`config.mk`:
```
export PLATFORM = sky130hd
export DESIGN_NAME = mem_stream_reader
export DESIGN_NICKNAME = d
export VERILOG_FILES = /design/src/rtl/mem_pkg.sv /design/src/rtl/mem_rd_fifo.sv /design/src/rtl/mem_stream_reader.sv
export SDC_FILE = /design/constraint.sdc
export NUM_CORES = 1
export LEC_CHECK = 0
export BUFFER_PORTS_ARGS = -buffer_cell sky130_fd_sc_hd__buf_2
export CAP_MARGIN = 15
export CORE_ASPECT_RATIO = 1.25
export CORE_UTILIZATION = 35
export DETAILED_ROUTE_END_ITERATION = 6
export PLACE_DENSITY_LB_ADDON = 0.2
export SLEW_MARGIN = 5
export SYNTH_ARGS = -nofsm -noshare
export SYNTH_HDL_FRONTEND = slang
export SYNTH_SLANG_ARGS = --single-unit
```
`constraint.sdc`:
```
create_clock -name clock -period 3.4 [get_ports clock]
set_input_delay 1.02 -clock clock [delete_from_list [all_inputs] [get_ports clock]]
set_output_delay 1.02 -clock clock [all_outputs]
set_load 0.01 [all_outputs]
```
`src/rtl/mem_pkg.sv`:
```
// mem_pkg: shared definitions for the memory stream reader.
//   clog2()  - address-width helper, never returns less than 1
//   state_t  - burst controller state encoding
package mem_pkg;

  function automatic int clog2(input int value);
    int r;
    r = 0;
    while ((1 << r) < value) r = r + 1;
    return (r < 1) ? 1 : r;
  endfunction

  typedef enum logic [1:0] {
    ST_IDLE  = 2'd0,
    ST_READ  = 2'd1,
    ST_DRAIN = 2'd2,
    ST_DONE  = 2'd3
  } state_t;

endpackage

```
`src/rtl/mem_rd_fifo.sv`:
```
// mem_rd_fifo: 3-entry synchronous FIFO that buffers memory read data.
// Ports:
//   clock, reset_n  - clock and asynchronous active-low reset (pointers/count only)
//   push, wr_data   - write one entry on the rising edge
//   pop             - drop the head entry on the rising edge (only when non-empty)
//   rd_data         - head entry, driven straight from storage (no output register)
//   count           - current occupancy, 0..3
module mem_rd_fifo #(
  parameter int WIDTH = 8
) (
  input  logic             clock,
  input  logic             reset_n,
  input  logic             push,
  input  logic [WIDTH-1:0] wr_data,
  input  logic             pop,
  output logic [WIDTH-1:0] rd_data,
  output logic [1:0]       count
);

  logic [WIDTH-1:0] storage [3];
  logic [1:0]       wr_ptr;
  logic [1:0]       rd_ptr;

  function automatic logic [1:0] ptr_inc(input logic [1:0] ptr);
    return (ptr == 2'd2) ? 2'd0 : ptr + 2'd1;
  endfunction

  always_ff @(posedge clock or negedge reset_n) begin
    if (!reset_n) begin
      wr_ptr <= 2'd0;
      rd_ptr <= 2'd0;
      count  <= 2'd0;
    end else begin
      if (push) wr_ptr <= ptr_inc(wr_ptr);
      if (pop)  rd_ptr <= ptr_inc(rd_ptr);
      case ({push, pop})
        2'b10:   count <= count + 2'd1;
        2'b01:   count <= count - 2'd1;
        default: count <= count;
      endcase
    end
  end

  // Data storage carries no reset; the consumer qualifies it with count.
  always_ff @(posedge clock) begin
    if (push) storage[wr_ptr] <= wr_data;
  end

  assign rd_data = storage[rd_ptr];

endmodule

```
`src/rtl/mem_stream_reader.sv`:
```
// mem_stream_reader: reads a burst of 'length' words from a synchronous-read
// memory starting at 'base_addr' (wrapping at DEPTH-1) and presents them as a
// valid/ready stream in address order.
// Ports:
//   clock, reset_n          - clock, asynchronous active-low reset
//   start, base_addr, length- burst request, sampled only in IDLE
//   busy, done              - burst in progress / one-cycle completion pulse
//   mem_rdaddress, mem_rden - memory read port (address valid when mem_rden)
//   mem_q                   - memory read data, valid the cycle after mem_rden
//   out_data, out_valid     - stream output
//   out_ready               - stream sink ready
module mem_stream_reader
  import mem_pkg::*;
#(
  parameter  int WIDTH = 8,
  parameter  int DEPTH = 64,
  localparam int AW    = clog2(DEPTH)
) (
  input  logic             clock,
  input  logic             reset_n,
  input  logic             start,
  input  logic [AW-1:0]    base_addr,
  input  logic [AW:0]      length,
  output logic             busy,
  output logic             done,
  output logic [AW-1:0]    mem_rdaddress,
  output logic             mem_rden,
  input  logic [WIDTH-1:0] mem_q,
  output logic [WIDTH-1:0] out_data,
  output logic             out_valid,
  input  logic             out_ready
);

  state_t           state;
  logic [AW-1:0]    addr_q;
  logic [AW:0]      issued_q;
  logic [AW:0]      len_q;
  logic             inflight_q;

  logic [1:0]       fifo_count;
  logic [WIDTH-1:0] fifo_head;
  logic [2:0]       occupancy;
  logic             pop;
  logic             last_word;
  logic [AW-1:0]    addr_next;

  // Reads are throttled on registered occupancy only, so out_ready never
  // reaches the memory port combinationally. Buffered + in-flight is capped
  // at 3, which is exactly the FIFO depth, so the FIFO can never overflow.
  always_comb begin
    occupancy = {1'b0, fifo_count} + {2'b00, inflight_q};
    mem_rden  = (state == ST_READ) && (occupancy < 3'd3);
    pop       = out_valid && out_ready;
    last_word = (state == ST_DRAIN) && !inflight_q && (fifo_count == 2'd1) && pop;
    addr_next = (addr_q == AW'(DEPTH - 1)) ? '0 : addr_q + 1'b1;
  end

  always_ff @(posedge clock or negedge reset_n) begin
    if (!reset_n) begin
      state      <= ST_IDLE;
      addr_q     <= '0;
      issued_q   <= '0;
      len_q      <= '0;
      inflight_q <= 1'b0;
    end else begin
      // The in-flight flag marks the cycle in which mem_q carries read data.
      inflight_q <= mem_rden;
      case (state)
        ST_IDLE: begin
          if (start) begin
            addr_q   <= base_addr;
            len_q    <= length;
            issued_q <= '0;
            state    <= (length == '0) ? ST_DONE : ST_READ;
          end
        end
        ST_READ: begin
          if (mem_rden) begin
            addr_q   <= addr_next;
            issued_q <= issued_q + 1'b1;
            if ((issued_q + 1'b1) == len_q) state <= ST_DRAIN;
          end
        end
        ST_DRAIN: begin
          if (last_word) state <= ST_DONE;
        end
        ST_DONE:  state <= ST_IDLE;
        default:  state <= ST_IDLE;
      endcase
    end
  end

  mem_rd_fifo #(
    .WIDTH (WIDTH)
  ) u_fifo (
    .clock   (clock),
    .reset_n (reset_n),
    .push    (inflight_q),
    .wr_data (mem_q),
    .pop     (pop),
    .rd_data (fifo_head),
    .count   (fifo_count)
  );

  assign busy          = (state == ST_READ) || (state == ST_DRAIN);
  assign done          = (state == ST_DONE);
  assign mem_rdaddress = addr_q;
  assign out_valid     = (fifo_count != 2'd0);
  // Gate the unreset storage so out_data reads zero whenever nothing is valid.
  assign out_data      = out_valid ? fifo_head : '0;

endmodule

```
Word-level counts from Yosys, hierarchy flattened. Memory sizes are Yosys's and may differ from the RTL's. Index checks and enable logic that the tools add are counted.

Add/subtract/negate cells: 7. $mul: 0. Divide/modulo/power cells: 0. Magnitude comparators: 1. Equality and inequality tests: 14. Shifts and indexed selects: 0. Multiplexer cells: 19. Bitwise operators: 0. Reduce and logical (&&, ||, !) cells: 15.

Operators by type and width (count): $mux W6 (3); $mux W2 (7); $mux W7 (2); $pmux W7 S2 (1); $pmux W6 S2 (1); $eq A2 B2 Y1 const B (5); $mux W8 (1); $pmux W2 S4 (1); $add A7 B1 Y7 const B (1); $eq A7 B7 Y1 (1); $logic_not A7 Y1 (1); $add A2 B1 Y2 const B (3); $add A6 B1 Y6 const B (1); $eq A2 B1 Y1 const B (3); $eq A6 B6 Y1 const B (1); $ne A2 B2 Y1 const B (3); $reduce_bool A2 Y1 (3); $logic_and A1 B1 Y1 (5); $pmux W2 S2 (1); $reduce_and A4 Y1 (1); $add A2 B1 Y3 (1); $lt A3 B2 Y1 const B (1); $reduce_and A3 Y1 (1); $logic_not A2 Y1 (1); other kinds (6) (7).

Bits in registers: 29. Bits in latches: 0. Bits in writable memories: 24. Bits in read-only memories: 0. Output and inout port bits: 18. Memories kept: 1.

Memories: u_fifo.storage (depth 3, bits a word 8, rd ports 1, clocked after Yosys merged registers in 0, wr ports 1, line mem_rd_fifo.sv:20) `logic [WIDTH-1:0] storage [3];`.

Logic depth before layout (Yosys ltp).
Depth in word-level cells: 6. Depth in mapped cells: 9. Mapped depth without buffers: 8.

Modules after synthesis. From an unflattened synthesis, not the netlist that was laid out.

Cells, all modules: 223. Area, all modules: 2622.5 sq um.

Modules (own cells, without submodules): mem_stream_reader (instances 1, cells an instance 150, area each 1470.2 sq um, sequential area each 575.6 sq um); mem_rd_fifo (instances 1, cells an instance 73, area each 1152.4 sq um, sequential area each 870.8 sq um).

Worst setup path before layout. No wires, ideal clock.

Path type: register to output. Start: register state[1]. End: output port mem_rden. Arrival: 1384 ps. Required time: 2380 ps. Slack: 996 ps. Stages on the path, launching flop included: 7. Path buffers: 2. Path through: dfrtp_1 inv_1 ha_1 buf_2 inv_1 clkbuf_1 nor2_1.

Cells in the longest elaborated chain, start to end: 2.

RTL lines: start: declaration (line mem_stream_reader.sv:34) `state_t state;`; start signal: assignment (line mem_stream_reader.sv:74) `state <= (length == '0) ? ST_DONE : ST_READ;`; $eq A2 B1 Y1 (line mem_stream_reader.sv:52) `mem_rden = (state == ST_READ) && (occupancy < 3'd3);`; $logic_and A1 B1 Y1 (line mem_stream_reader.sv:52); end: declaration (line mem_stream_reader.sv:27) `output logic mem_rden,`.

No other way between the ends.

Worst setup path after layout. Ends and elaborated chain as after synthesis.

==> metrics.md <==
| Metric | Value |
|---|---|
| Initial antenna violation count | `0` |
| Maximum number of pins on one net before global-route repair | `30` |
| Layout Nets | `315` |
| Ant diodes | `0` |
| PortBufs | `42` |
| Post-synthesis sequential area ratio | `55.0%` |
| Die Span X | `79.6 microns` |
| Final Cycle Share | `91.8%` |
| Core Rows | `35` |
| Worst IR Drop VDD | `0.000353 V` |
| Cts hold-fix bufs | `0` |
| Vias in the first global route | `1793` |
| # placed instances | `363` |
| Multi-input combinational cell area | `1120 sq um` |
| Critical path peak fanout | `11` |
| DRC Markers | `0` |
| Resize count post-CTS | `0` |
| Core area | `7310 sq um` |
| Syn Std Cell Area | `2630 sq um` |
| Die height | `98.9 microns` |
| TritonCTS buffer count | `5` |
| Startpoint Class | `flip-flop` |
| Final Critical Period | `3.12 ns` |
| Setup WS pre-CTS | `0.626 ns` |
| Endpoint type of the worst setup path | `output port` |
| Post-synth EDFFs | `24` |
| Endpoints failing hold | `0` |
| # IOs | `43` |
| GRT Util Overall | `14.5%` |
| ANT nets after route | `0` |
| FF+latch count, synth | `53` |
| Initial core utilization | `36.0%` |
| Die area | `7870 sq um` |
| Routability congestion estimate | `0.735` |
| Latest clock arrival within the worst-skew pair | `0.31 ns` |
| Crit path DAT | `2.10 ns` |
| Slew Limit Headroom | `48.1%` |
| Setup_tns | `0 ns` |
| Pwr dens | `915 nW/um^2` |
| Post-DP HPWL | `3880 microns` |
| Root Buffer | `clkbuf_8` |
| Fin. max-slew vios | `0` |
| WL/cell | `14.1 microns` |
| Mapped Nets | `272` |
| Leak | `1.33 nW` |
| Fillers | `737` |
| Hold_sp | `issued_q[6]$_DFFE_PN0P_` |
| Via density | `5.03` |
| Worst EP required | `2.38 ns` |
| Clock Path Buffers | `2` |
| Final setup fails | `0` |
| Initial DRC count | `63` |
| Maximum clock rate | `321 MHz` |
| RSZ-0062 raised after global routing | `no` |
| Most common cell after layout, fill and taps aside | `buf_2` |
| R2R depth | `6` |
| Yosys warning count | `0` |
| Post-CTS Setup Bufs | `0` |
| Syn Inst Count | `235` |
| Worst Skew | `0.0113 ns` |
| First-pass GRT wire length | `8710 microns` |
| # clock sinks | `53` |
| Post-Route Utilization | `41.8%` |
| CTS tree | `yes` |
| Outcome | `complete, no violations` |
| Max Cap Violations | `0` |
| Syn_area_per_cell | `11.2 sq um` |
| Setup crit start | `state[1]$_DFFE_PN0P_` |
| Hold_ws | `0.521 ns` |
| Area Growth Syn to Fin | `16.1%` |
| Fin cells | `371` |
| GRT overflow | `0` |
| Worst-Margin Slew | `0.776 ns` |
| Layout cells sized above 1 | `23.3%` |
| Fin area | `3060 sq um` |
| Final setup margin | `0.280 ns` |
| R2R Path Start | `issued_q[0]$_DFFE_PN0P_` |
| Register area | `1450 sq um` |
| Clock slew at reported path FFs | `0.10 ns` |
| Distinct cells, synth | `44` |
| Tot Pwr | `2.80 mW` |
| Drt first pass iters | `4` |
| Hold Path Stages | `1` |
| Hold crit path type | `flip-flop to flip-flop` |
| H-tree depth | `2` |
| Crit path kind | `flip-flop to output port` |
| Synth Flop Type | `dfrtp_1` |
| Vias | `1867` |
| Async set or reset register ratio after synthesis | `54.7%` |
| Placed Area | `2940 sq um` |
| Routed WL | `5220 microns` |
| Commonest cells after routing, fill and taps aside | `buf_2, dfrtp_1, nor2_1` |
==> cell families after synthesis <==
logic type / count (synthesis) / synth area share, %
multiplexers: 19 / 7.61
AO/OA/AOI/OAI: 52 / 12.4
flip-flops: 53 / 55.0
AND/OR/NAND/NOR: 70 / 12.7
buffers and inverters: 17 / 2.62
XOR/XNOR: 12 / 3.99
adder cells (fa/ha/maj): 12 / 5.71
==> cell type report <==
class / instances / area share [%]
Sequential cell: 53 / 47.3
Multi-Input combinational cell: 165 / 36.5
Clock buffer: 5 / 2.25
Timing Repair Buffer: 45 / 7.62
Clock inverter: 3 / 1.52
Inverter: 8 / 0.983
Tap cell: 92 / 3.77
==> state kept, by name, indices dropped and copies added, names as in the netlist <==
register and count:
mem_rdaddress 6, u_fifo.count 2, len_q 7, issued_q 7, u_fifo.wr_ptr 2, inflight_q 1, state 2, u_fifo.storage 24
u_fifo.rd_ptr 2
==> synth_stat cells (all sizes together) (2+ instances only) <==
| cell | instances | area, sq um |
|---|---|---|
| and3 | 3 | 18.8 |
| ha | 12 | 150 |
| mux2 | 8 | 90.1 |
| mux2i | 11 | 110 |
| a21o | 3 | 22.5 |
| or4 | 2 | 18.8 |
| inv | 8 | 30.0 |
| buf | 3 | 16.3 |
| clkbuf | 6 | 22.5 |
| nor2 | 25 | 93.8 |
| o31ai | 2 | 15.0 |
| dfrtp | 29 | 726 |
| edfxtp | 24 | 721 |
| o22ai | 3 | 18.8 |
| a21oi | 14 | 70.1 |
| xnor2 | 8 | 70.1 |
| a31oi | 2 | 12.5 |
| nor2b | 3 | 18.8 |
| nand2 | 18 | 67.6 |
| o21ai | 15 | 75.1 |
| nand3 | 7 | 35.0 |
| xor2 | 4 | 35.0 |
| a31o | 2 | 17.5 |
| nor3 | 5 | 25.0 |
| a22o | 2 | 17.5 |
==> power breakdown <==
| group | switching [mW] | internal (mW) | total (mW) |
|---|---|---|---|
| Clock | 0.210 | 0.220 | 0.430 |
| Combinational | 0.707 | 0.594 | 1.30 |
| Sequential | 0.194 | 0.870 | 1.06 |
| Total | 1.11 | 1.68 | 2.80 |
==> path summary, 6_finish.rpt <==
kind,slack (ns),to
max,0.28,mem_rden
min,0.52,issued_q[6]$_DFFE_PN0P_
max reg2reg,1.11,state[1]$_DFFE_PN0P_
min reg2reg,0.52,issued_q[6]$_DFFE_PN0P_
max in group asynchronous,2.23,len_q[2]$_DFFE_PN0P_
min in group asynchronous,0.73,mem_rdaddress[2]$_DFFE_PN0P_
==> worst max-delay path, stage by stage, from the launching register on <==
cell	delay (ns)
dfrtp_1	0.42
inv_1	0.12
ha_1	0.42
inv_1	0.27
nor2_1	0.36
buf_2	0.20
==> routing by layer <==
layer | global-route usage, % | up-vias | part of all wire, %
met5 | 0 | - | 0
met4 | 5.03 | 0 | 1.2
met3 | 2.41 | 7 | 3.4
met2 | 24.9 | 42 | 51
met1 | 18.1 | 880 | 44
li1 | - | 938 | -
Power figures use the tool's default switching activity.
